===== src/rtl/quad_decoder.sv =====
// Quadrature encoder front-end: 2-flop sync + per-channel debounce, Gray-sequence
// tracking, and a registered step/direction/error output for the up/down counter.
module quad_decoder #(
    parameter int DB = 4,
    parameter bit X4 = 1'b1
) (
    input  logic clk,
    input  logic rst,
    input  logic a,
    input  logic b,
    output logic en,
    output logic updown,
    output logic err
);
    localparam int CW = $clog2(DB + 1);
    localparam logic [CW-1:0] CNT_LAST = CW'(DB - 1);

    // Channel index 1 = A, 0 = B, so the packed vectors read as {a,b}.
    logic [1:0]         raw;
    logic [1:0]         s1_q, s1_d, s2_q, s2_d, f_q, f_d;
    logic [1:0][CW-1:0] cnt_q, cnt_d;
    logic [1:0]         prev_q, prev_d;
    logic               en_q, en_d, updown_q, updown_d, err_q, err_d;
    logic [1:0]         diff;
    logic               step;

    assign raw = {a, b};

    // Position along the forward sequence 00->10->11->01.
    function automatic logic [1:0] gidx(input logic [1:0] ab);
        case (ab)
            2'b00:   gidx = 2'd0;
            2'b10:   gidx = 2'd1;
            2'b11:   gidx = 2'd2;
            default: gidx = 2'd3;
        endcase
    endfunction

    always_comb begin
        s1_d  = raw;
        s2_d  = s1_q;
        f_d   = f_q;
        cnt_d = '0;
        for (int i = 0; i < 2; i++) begin
            if (s2_q[i] != f_q[i]) begin
                if (cnt_q[i] == CNT_LAST) f_d[i] = s2_q[i];
                else                      cnt_d[i] = cnt_q[i] + 1'b1;
            end
        end
    end

    // diff 1 = forward step, 3 = reverse step, 2 = both channels moved.
    always_comb begin
        prev_d   = f_q;
        diff     = gidx(f_q) - gidx(prev_q);
        step     = (diff == 2'd1) || (diff == 2'd3);
        en_d     = step && (X4 || (f_q == 2'b00));
        updown_d = en_d ? (diff == 2'd3) : updown_q;
        err_d    = (diff == 2'd2);
    end

    always_ff @(posedge clk) begin
        if (rst) begin
            s1_q     <= '0;
            s2_q     <= '0;
            f_q      <= '0;
            cnt_q    <= '0;
            prev_q   <= '0;
            en_q     <= 1'b0;
            updown_q <= 1'b0;
            err_q    <= 1'b0;
        end else begin
            s1_q     <= s1_d;
            s2_q     <= s2_d;
            f_q      <= f_d;
            cnt_q    <= cnt_d;
            prev_q   <= prev_d;
            en_q     <= en_d;
            updown_q <= updown_d;
            err_q    <= err_d;
        end
    end

    assign en     = en_q;
    assign updown = updown_q;
    assign err    = err_q;
endmodule


===== config.mk =====
export PLATFORM = sky130hd
export DESIGN_NAME = quad_decoder
export DESIGN_NICKNAME = d
export VERILOG_FILES = /design/src/rtl/quad_decoder.sv
export SDC_FILE = /design/constraint.sdc
export NUM_CORES = 1
export LEC_CHECK = 0
export CAP_MARGIN = 20
export CORE_AREA = 2 2 39 41
export CTS_CLUSTER_DIAMETER = 40
export DETAILED_ROUTE_END_ITERATION = 6
export DIE_AREA = 0 0 41 43
export PLACE_DENSITY = 0.67
export SYNTH_ARGS = -nofsm -noshare
export SYNTH_HDL_FRONTEND = slang
export SYNTH_SLANG_ARGS = --single-unit

===== constraint.sdc =====
create_clock -name clk -period 1.7 [get_ports clk]
set_input_delay 0.255 -clock clk [delete_from_list [all_inputs] [get_ports clk]]
set_output_delay 0.255 -clock clk [all_outputs]
set_load 0.005 [all_outputs]

==> reports/qor.yml <==
wl_per_cell_um: 9.77
arrival_ns: 1.12
seq_area_frac_synth_pct: 56.0
hold_violations: 0
swShare_pct: 20.5
slew_headroom_pct: 86.5
ctsResizeCount: 0
crit_chain: "clkdlybuf4s50_1"
initial_core_util_pct: 43.9
place_ws_ns: 0.414
finalCriticalPeriod_ns: 1.37
grt_start_max_net_pins: 12
overflow: 0
slowest_delay_ns: 0.50
final_antenna_net_count: 0
die_h_um: 43
drt_wl_total_um: 791
post_synth_num_cell_types: 15
ir_drop_mv: 0.535
fin_cells: 81
clkLatencyLatePin_ns: 0.28
power.internal_w: 0.000504
post_cts_buffers: 0
place.gp.congestion: 0.682
crit_path_end_kind: "output port"
syn_to_final_growth_pct: 18.3
core-area_um2: 1380
endpoint: "updown"
synth_area_um2: 608
crit_type: "flip-flop to output port"
nets: 75
p_leak_nw: 0.284
cp-startpoint: "updown"
grt_pass1_vias: 353
yosys_warnings: 0
critPathMaxFanout: 2
crit_cells: 1
cts_root_buf: "clkbuf_4"
avgSynthCellArea_um2: 11.1
hold_class: "flip-flop to flip-flop"
status: "completed"
cap_violations: 0
rsz0062_at_grt: "false"
fin_skew_ns: 0.00566
dpl.hpwl_um: 582
worst_ep_required_time_ns: 1.44
first_pass_iters: 2
die-area_um2: 1760
max_freq_mhz: 729
setup_tns_ns: 0
grt_pass1_wl_um: 1390
reg2reg_depth: 5
post-place-cells: 77
min_period_over_period_pct: 80.7
seqPwrFrac_pct: 64.2
rr_startpoint: "f_q[0]"
clock_power_share_pct: 32.7
htreeDepth: 1
setup_ws_ns: 0.328
ys_ff_latch: 17
holdBufCountCts: 0
r2r_end: "updown"
r2r_setup_slack_ns: 0.39
clkTransAtPathRegs_ns: 0.10
drive_above_1_share_pct: 9.23
p_per_area_nw_per_um2: 880
via_per_inst: 4.51
crit_slowest_cell: "clkdlybuf4s50_1"
synth_cells: 55
drtIter0Drc: 4
vias: 365
p_comb_share_pct: 3.2
fillers: 133
diodes: 0
die_width_um: 41
portBuffers: 6
cts_tree: "built"
min-delay-start: "cnt_q[3]"
cp_num_buf_inv: 1
crit_family: "buffers and inverters"
ff_latch_area_um2: 340
setup_violations: 0
numCtsBuffers: 3
antenna_found_initial: 0
rows: 14
p_sw_w: 0.000130
slew_viol_final: 0
synth_nets: 64
multiInputGateArea_um2: 249
cts_buffer_depth: 2
grt_usage_pct: 12.5
io_pins: 7
drc: 0
worstSetupStartpointType: "flip-flop"
cts_sinks: 17
tightest_slew_ns: 0.202
-- power by group through the flow --
| stage | logic (W) | clock network [W] | registers (W) |
|---|---|---|---|
| 2_1_floorplan | 0.0000102 | 0 | 0.000415 |
| 3_3_place_gp | 0.0000209 | 0 | 0.000416 |
| 3_5_place_dp | 0.0000207 | 0 | 0.000416 |
| 4_1_cts | 0.0000209 | 0.000221 | 0.000407 |
| 5_1_grt | 0.0000234 | 0.000237 | 0.000407 |
| 6_report | 0.0000202 | 0.000207 | 0.000406 |
-- logic make-up (layout without fill, tap and decap cells) --
kind of cell,Yosys count,after routing,share of synthesized area (%)
XOR/XNOR,5,5,9.47
flip-flops,17,17,56.0
buffers and inverters,5,15,3.09
multiplexers,2,2,3.29
AO/OA/AOI/OAI,1,1,1.24
adder cells (fa/ha/maj),5,5,10.3
AND/OR/NAND/NOR,20,20,16.7
-- cell type report --
type	count	area share, %
clock inverter	1	0.696
clock buffer	3	3.13
timing repair buffer	7	9.39
multi-input combinational	33	34.6
tap	16	2.78
inverter	4	2.09
sequential	17	47.3
-- how the worst min path moves through the flow --
stage	to	slack, ns	cells past startpoint
after floorplan	prev_q[1]	0.33	1
after global placement	cnt_q[0]	0.41	1
after detailed placement	cnt_q[3]	0.42	1
after CTS	cnt_q[3]	0.43	1
after global routing	cnt_q[3]	0.44	1
final	cnt_q[3]	0.43	1
-- state kept, by name, summed over array words and instances (netlist names) --
register / count
s1_q: 2
en: 1
prev_q: 2
updown: 1
s2_q: 2
cnt_q: 6
err: 1
f_q: 2
-- cell usage after synthesis --
cell type  count  area [um2]
xnor2_1        3        26.3
mux2i_1        2        20.0
clkbuf_1       1        3.75
xnor3_1        1        22.5
nand2_1        1        3.75
xor2_1         1        8.76
nor2b_2        1        8.76
ha_1           5        62.6
nor2b_1        5        31.3
dfxtp_1       17         340
inv_1          4        15.0
nor2_1        10        37.5
or3_1          2        12.5
nor3b_1        1        7.51
o21a_1         1        7.51
-- routing by layer --
layer | track usage (%) | wire (um) | up-vias
met5 | 0 | 0 | -
met4 | 10.0 | 14 | 0
met3 | 4.71 | 43 | 2
met2 | 18.4 | 383 | 8
met1 | 13.4 | 350 | 162
li1 | - | - | 193
-- cells in the final DEF (no fill, tap or decap), drive strengths merged --
| cell type | n |
|---|---|
| xnor3 | 1 |
| o21a | 1 |
| nand2 | 1 |
| xnor2 | 3 |
| mux2i | 2 |
| dfxtp | 17 |
| buf | 1 |
| ha | 5 |
| clkbuf | 3 |
| clkdlybuf4s50 | 6 |
| clkinv | 1 |
| inv | 4 |
| nor2 | 10 |
| xor2 | 1 |
| or3 | 2 |
| nor2b | 6 |
| nor3b | 1 |
-- stage by stage --
| stage | util [%] | instance area [um2] | hold WS, ns | total power, W |
|---|---|---|---|---|
| 2_1_floorplan | - | 608 | 0.327 | 0.000425 |
| 3_3_place_gp | 50.0 | 692 | 0.408 | 0.000436 |
| 3_5_place_dp | 50.0 | 692 | 0.419 | 0.000437 |
| 4_1_cts | 52.0 | 719 | 0.434 | 0.000649 |
| 5_1_grt | 52.0 | 719 | 0.439 | 0.000668 |
| 6_report | 52.0 | 719 | 0.430 | 0.000633 |
Note: power is estimated with default switching activity, not from simulation.
